**src/rtl/temp_fan_ctrl.sv**
```systemverilog
// Purpose: hysteretic fan controller; samples temp once per SAMPLE_DIV cycles, confirms trends, drives PWM.
// Latency: one cycle from a sample_tick to the updated state/alarm; fan_pwm follows duty one cycle later.
// Backpressure: none; free-running block, enable=0 parks everything except the PWM counter.
//
// Ports:
//   clk, reset     - rising-edge clock, synchronous active-high reset
//   temp[5:0]      - unsigned temperature in degrees C
//   enable         - controller enable; low forces fan off and restarts the sample divider
//   sample_tick    - one-cycle pulse in the cycle temp is sampled
//   fan_on         - fan requested (ON or HOLD)
//   fan_pwm        - registered PWM drive
//   alarm          - registered over-temperature flag
//   state[1:0]     - OFF=00, ARM=01, ON=10, HOLD=11
module temp_fan_ctrl #(
    parameter int         SAMPLE_DIV = 100000,
    parameter int         CONFIRM    = 4,
    parameter logic [5:0] T_ON       = 6'd27,
    parameter logic [5:0] T_OFF      = 6'd24,
    parameter logic [5:0] T_ALARM    = 6'd40
) (
    input  logic       clk,
    input  logic       reset,
    input  logic [5:0] temp,
    input  logic       enable,
    output logic       sample_tick,
    output logic       fan_on,
    output logic       fan_pwm,
    output logic       alarm,
    output logic [1:0] state
);

    localparam int               DIV_W    = $clog2(SAMPLE_DIV);
    localparam logic [DIV_W-1:0] DIV_LAST = DIV_W'(SAMPLE_DIV - 1);
    localparam logic [3:0]       CONF_N   = 4'(CONFIRM);

    typedef enum logic [1:0] {
        S_OFF  = 2'b00,
        S_ARM  = 2'b01,
        S_ON   = 2'b10,
        S_HOLD = 2'b11
    } state_t;

    state_t           state_q, state_d;
    logic [3:0]       conf_q, conf_d;
    logic [DIV_W-1:0] div_q, div_d;
    logic [3:0]       pwm_cnt_q, pwm_cnt_d;
    logic [5:0]       temp_q, temp_d;
    logic             alarm_q, alarm_d;
    logic             fan_pwm_q, fan_pwm_d;
    logic [3:0]       conf_inc;
    logic [4:0]       duty;

    assign sample_tick = enable && (div_q == DIV_LAST);
    assign fan_on      = (state_q == S_ON) || (state_q == S_HOLD);
    assign fan_pwm     = fan_pwm_q;
    assign alarm       = alarm_q;
    assign state       = state_q;
    assign conf_inc    = conf_q + 4'd1;

    // Duty is taken from registered state so the PWM never sees a mid-cycle decision.
    always_comb begin
        duty = 5'd0;
        if (alarm_q) begin
            duty = 5'd16;
        end else if (fan_on) begin
            if (temp_q <= 6'd31)      duty = 5'd8;
            else if (temp_q <= 6'd35) duty = 5'd12;
            else                      duty = 5'd16;
        end
    end

    always_comb begin
        state_d   = state_q;
        conf_d    = conf_q;
        div_d     = div_q;
        temp_d    = temp_q;
        alarm_d   = alarm_q;
        pwm_cnt_d = pwm_cnt_q + 4'd1;
        fan_pwm_d = enable && ({1'b0, pwm_cnt_q} < duty);

        if (!enable) begin
            // Divider parks at 0, so re-enabling restarts a full sample period.
            state_d = S_OFF;
            conf_d  = 4'd0;
            div_d   = '0;
            alarm_d = 1'b0;
        end else begin
            div_d = (div_q == DIV_LAST) ? '0 : div_q + 1'b1;
            if (sample_tick) begin
                temp_d = temp;
                if (temp >= T_ALARM) begin
                    // Over-temperature overrides any pending confirmation.
                    alarm_d = 1'b1;
                    state_d = S_ON;
                    conf_d  = 4'd0;
                end else begin
                    alarm_d = 1'b0;
                    unique case (state_q)
                        S_OFF, S_ARM: begin
                            if (temp > T_ON) begin
                                // OFF holds conf_q=0, so conf_inc is 1 on the first hot sample.
                                if (conf_inc == CONF_N) begin
                                    state_d = S_ON;
                                    conf_d  = 4'd0;
                                end else begin
                                    state_d = S_ARM;
                                    conf_d  = conf_inc;
                                end
                            end else begin
                                state_d = S_OFF;
                                conf_d  = 4'd0;
                            end
                        end
                        S_ON, S_HOLD: begin
                            if (temp <= T_OFF) begin
                                if (conf_inc == CONF_N) begin
                                    state_d = S_OFF;
                                    conf_d  = 4'd0;
                                end else begin
                                    state_d = S_HOLD;
                                    conf_d  = conf_inc;
                                end
                            end else begin
                                state_d = S_ON;
                                conf_d  = 4'd0;
                            end
                        end
                        default: begin
                            state_d = S_OFF;
                            conf_d  = 4'd0;
                        end
                    endcase
                end
            end
        end
    end

    always_ff @(posedge clk) begin
        if (reset) begin
            state_q   <= S_OFF;
            conf_q    <= 4'd0;
            div_q     <= '0;
            pwm_cnt_q <= 4'd0;
            temp_q    <= 6'd0;
            alarm_q   <= 1'b0;
            fan_pwm_q <= 1'b0;
        end else begin
            state_q   <= state_d;
            conf_q    <= conf_d;
            div_q     <= div_d;
            pwm_cnt_q <= pwm_cnt_d;
            temp_q    <= temp_d;
            alarm_q   <= alarm_d;
            fan_pwm_q <= fan_pwm_d;
        end
    end

endmodule

```
**config.mk**
```make
export PLATFORM = sky130hd
export DESIGN_NAME = temp_fan_ctrl
export DESIGN_NICKNAME = d
export VERILOG_FILES = /design/src/rtl/temp_fan_ctrl.sv
export SDC_FILE = /design/constraint.sdc
export NUM_CORES = 1
export LEC_CHECK = 0
export BUFFER_PORTS_ARGS = -buffer_cell sky130_fd_sc_hd__buf_2
export CAP_MARGIN = 20
export CORE_MARGIN = 2
export CORE_UTILIZATION = 62
export DETAILED_ROUTE_END_ITERATION = 10
export PLACE_DENSITY_LB_ADDON = 0.3
export SYNTH_ARGS = -nofsm -noshare
export SYNTH_HDL_FRONTEND = slang
export SYNTH_SLANG_ARGS = --single-unit
```
**constraint.sdc**
```tcl
create_clock -name clk -period 5.45 [get_ports clk]
set_clock_uncertainty 0.05 [all_clocks]
set_input_delay 1.09 -clock clk [delete_from_list [all_inputs] [get_ports clk]]
set_output_delay 1.09 -clock clk [all_outputs]
set_load 0.02 [all_outputs]
```
**After elaboration in Yosys (flattened, before gate mapping)**

Cells that the tools add are included.

- Multiplexer cells: 16
- $lt $le $gt $ge: 6
- Reductions and logical operators: 9
- Equality and inequality tests: 5
- $mul: 0
- Shift operators: 0
- Add/subtract/negate cells: 3
- Div/mod/pow operators: 0
- Bitwise operators: 1

Operators with widths:

| cell | number |
|---|---|
| 5-bit 2-to-1 mux | 4 |
| 17-bit by 1-bit adder with 17-bit output (second input constant) | 1 |
| 17-bit equality test (second input constant) | 1 |
| 4-bit 2-to-1 mux | 4 |
| 6-bit by 5-bit <= comparator with 1-bit output (second input constant) | 2 |
| 2-bit 2-to-1 mux | 5 |
| 4-bit by 1-bit adder with 4-bit output (second input constant) | 2 |
| 4-bit case mux with 2 select lines | 1 |
| 6-bit greater-or-equal comparator (second input constant) | 1 |
| 6-bit by 5-bit > comparator with 1-bit output (second input constant) | 1 |
| 6-bit <= comparator (second input constant) | 1 |
| 2-bit OR reduction | 3 |
| 4-bit by 5-bit < comparator with 1-bit output | 1 |
| 2-bit equality test (second input constant) | 2 |
| 4-bit by 3-bit equality test with 1-bit output (second input constant) | 1 |
| 2-bit case mux with 2 select lines | 1 |
| 3-bit OR reduction | 1 |
| 2-bit by 1-bit equality test with 1-bit output (second input constant) | 1 |
| 1-bit logical AND | 2 |
| 2-bit zero test | 1 |
| 2-bit AND reduction | 1 |
| 1-bit logical OR | 1 |
| 1-bit 2-to-1 mux | 1 |
| 1-bit NOT | 1 |

- Latch bits: 0
- ROM bits: 0
- Register bits after elaboration: 35
- Word-level logic and storage cells: 47
- Memories kept: 0
- Memory bits (writable): 0
- Output and inout port bits: 6

**Logic depth before layout (Yosys ltp)**

- Word-level depth: 7
- Mapped depth: 7

**Worst setup path before layout**

OpenSTA, ideal clock, no wires.

- Path type: register to output
- Start point: register div_q[0]
- End point: output sample_tick
- Stages on the path, launching flop included: 5
- Slack: 2.823 ns
- Data arrival time: 1.487 ns
- Buffers on the path: 0
- Path through: dfxtp_1 ha_1 nand4_1 nor4_4 and2_1

- Word-level cells in the longest chain between the ends: 2

Ends and longest elaborated chain:

| item | line | RTL |
|---|---|---|
| start: declaration | 45 | `logic [DIV_W-1:0] div_q, div_d;` |
| start signal: assignment | 150 | `div_q <= div_d;` |
| 17-bit equality test | 53 | `assign sample_tick = enable && (div_q == DIV_LAST);` |
| 1-bit logical AND | 53 |  |
| end: declaration | 25 | `output logic sample_tick,` |

Every way passes these cells.

**Final worst setup path**

Same ends and word-level chain as after synthesis.

==> results.yml <==
pwr:
  vdd_drop_max_mv: 0.2604
  p_leak_nw: 0.6464
  powerDensity_nw_per_um2: 251.7
timing:
  rsz0062_at_grt: "no"
  hold_ws_ps: 404.3
  tightest_slew_ps: 643.6
  period_needed_ps: 3228
  fmax_ghz: 0.3098
  setup_violations: 0
  relSlewSlack: 0.5709
  setup_tns_ps: 0
  hold_viol_final: 0
  drv_slew: 0
  fin_crit_sh: 0.5922
synth:
  synth_edf_count: 0
  synthDistinctLibCells: 45
  syn-num-nets: 200
  yosys_warnings: 0
  ys_async_sr_fraction: 0
  synth_area_per_cell_um2: 8.900
  syn_area_um2: 1655
  synthFlopType: "dfxtp_1"
  yosys_register_bits: 33
  yosysSeqAreaShare: 0.3991
  postSynthCellCount: 186
finish:
  layout-drive-gt1-share: 0.1642
  fillerInstances: 199
  final_cell_mix: "dfxtp_1, nor2_1, nand2_1"
  finalNetCount: 214
  final_util: 0.7182
  multi_input_area_um2: 934.6
  fin_cells: 231
  area_delta_synth_final_pct: 8.465
  n_antenna_cell: 0
  final_common_cell: "dfxtp_1"
  seq_area_um2: 660.6
clocking:
  numCtsBuffers: 5
  hold_buffers: 0
  cts_setup_buffers: 0
  cts_buffer_depth: 2
  clkSinkCount: 33
  insertion_delay_ps: 340
  htree_levels: 2
  root_buffer: "clkbuf_4"
  path_clk_slew_ps: 90
  cts_tree: "done"
  cts_resized: 0
detailed_routing:
  drtPass1Iterations: 4
  ant_nets: 0
  drt-wirelength-per-cell_um: 13.00
  dr_total_vias: 1352
  drt-initial-drc-count: 75
  drc_errors: 0
  drt_wl_total_mm: 3.003
  drt-vias-per-instance: 5.853
floorplan:
  pin_count: 15
  coreArea_um2: 2500
  die_w_um: 55.67
  die_h_um: 55.67
  initial_utilization: 0.6622
  row_count: 18
  die_area_um2: 3099
setup_path:
  crit_path_start_kind: "flop"
  end_kind: "output port"
  critPathMaxFanout: 7
  required_ps: 4310
  worstPathArrival_ps: 2090
  crit_type: "flop to output port"
placed_design:
  io_buffers: 14
  place_inst: 223
  gp_congestion: 0.8285
  dpl.hpwl_mm: 2.155
grt:
  grt_pass1_vias: 1261
  grt.total_usage: 0.2155
  grt_pass1_wl_mm: 5.292
  grt_overflow: 0
  grt_max_degree: 18
  antenna_found_initial: 0
run:
  cap_violations: 0
worst_hold_path:
  hold_class: "flop to flop"
outcome:
  status: "complete, no violations"
==> per-layer routing <==
metal / vias to the layer above / wire length [µm] / global-route usage
met1: 618 / 1320 / 0.2570
met4: 0 / 49 / 0.09059
met5: - / 0 / 0
li1: 684 / - / -
met3: 7 / 195 / 0.08372
met2: 43 / 1438 / 0.3452
==> Yosys cell counts (2+ instances only) <==
cell type,n,area [µm²]
o21ai_0,4,20.02
and2_1,2,12.51
nand4_1,4,25.02
xor2_1,9,78.83
nand2_1,18,67.56
nor2_1,26,97.59
ha_1,5,62.56
buf_6,3,33.78
o211ai_1,2,15.01
a21oi_1,12,60.06
xnor2_1,6,52.55
inv_1,2,7.510
dfxtp_1,33,660.6
clkbuf_1,3,11.26
nor4_2,2,25.02
and3_1,4,25.02
nor2b_1,4,25.02
nand2b_1,3,18.77
nor3_1,3,15.01
or3_1,3,18.77
nand3_1,14,70.07
==> flip-flops by register name, summed over array words and instances, names as in the netlist <==
| register | flops |
|---|---|
| state | 2 |
| temp_q | 4 |
| fan_pwm | 1 |
| conf_q | 4 |
| pwm_cnt_q | 4 |
| div_q | 17 |
| alarm | 1 |
==> cell type report <==
type / count / share of cell area
Clock buffer: 7 / 0.03066
Inverter: 2 / 0.004181
Clock inverter: 1 / 0.01672
Sequential cell: 33 / 0.3679
Tap cell: 30 / 0.02091
Multi-Input combinational cell: 144 / 0.5206
Timing Repair Buffer: 14 / 0.03902
==> worst max-delay path: stages, from the launching register on <==
cell and delay, ps:
dfxtp_1 400, ha_1 250, nand4_1 250, nor4_4 500, and2_1 200, buf_2 160
==> metrics by stage <==
step / total power [W] / setup slack, ps / instance area [µm²]
6_report: 0.0004519 / 2222 / 1795
4_1_cts: 0.0004574 / 2205 / 1795
2_1_floorplan: 0.0002637 / 2823 / 1655
5_1_grt: 0.0004717 / 2075 / 1795
3_3_place_gp: 0.0002684 / 2692 / 1710
3_5_place_dp: 0.0002690 / 2584 / 1710
==> where the power goes <==
group	total [W]	switching, W	leakage, nW	internal (W)
Sequential	0.000246	0.00000197	0.267	0.000244
Clock	0.000188	0.0000788	0.0455	0.000110
Combinational	0.0000180	0.0000109	0.334	0.00000701
==> final timing paths <==
kind | start | end | slack (ps) | depth (start not counted)
worst max register to register | div_q[0]$_SDFF_PP0_ | div_q[12]$_SDFF_PP0_ | 3240 | 5
worst min register to register | pwm_cnt_q[0]$_SDFF_PP0_ | pwm_cnt_q[0]$_SDFF_PP0_ | 400 | 1
worst min-delay path | pwm_cnt_q[0]$_SDFF_PP0_ | pwm_cnt_q[0]$_SDFF_PP0_ | 400 | 1
worst max-delay path | div_q[0]$_SDFF_PP0_ | sample_tick | 2220 | 5
==> logic make-up after synthesis <==
logic type,Yosys count,share of synthesized area
AO/OA/AOI/OAI,29,0.1187
XOR/XNOR,15,0.07937
adder cells (fa/ha/maj),5,0.03779
buffers and inverters,9,0.03628
flip-flops,33,0.3991
AND/OR/NAND/NOR,95,0.3288
Power figures use the tool's default switching activity.
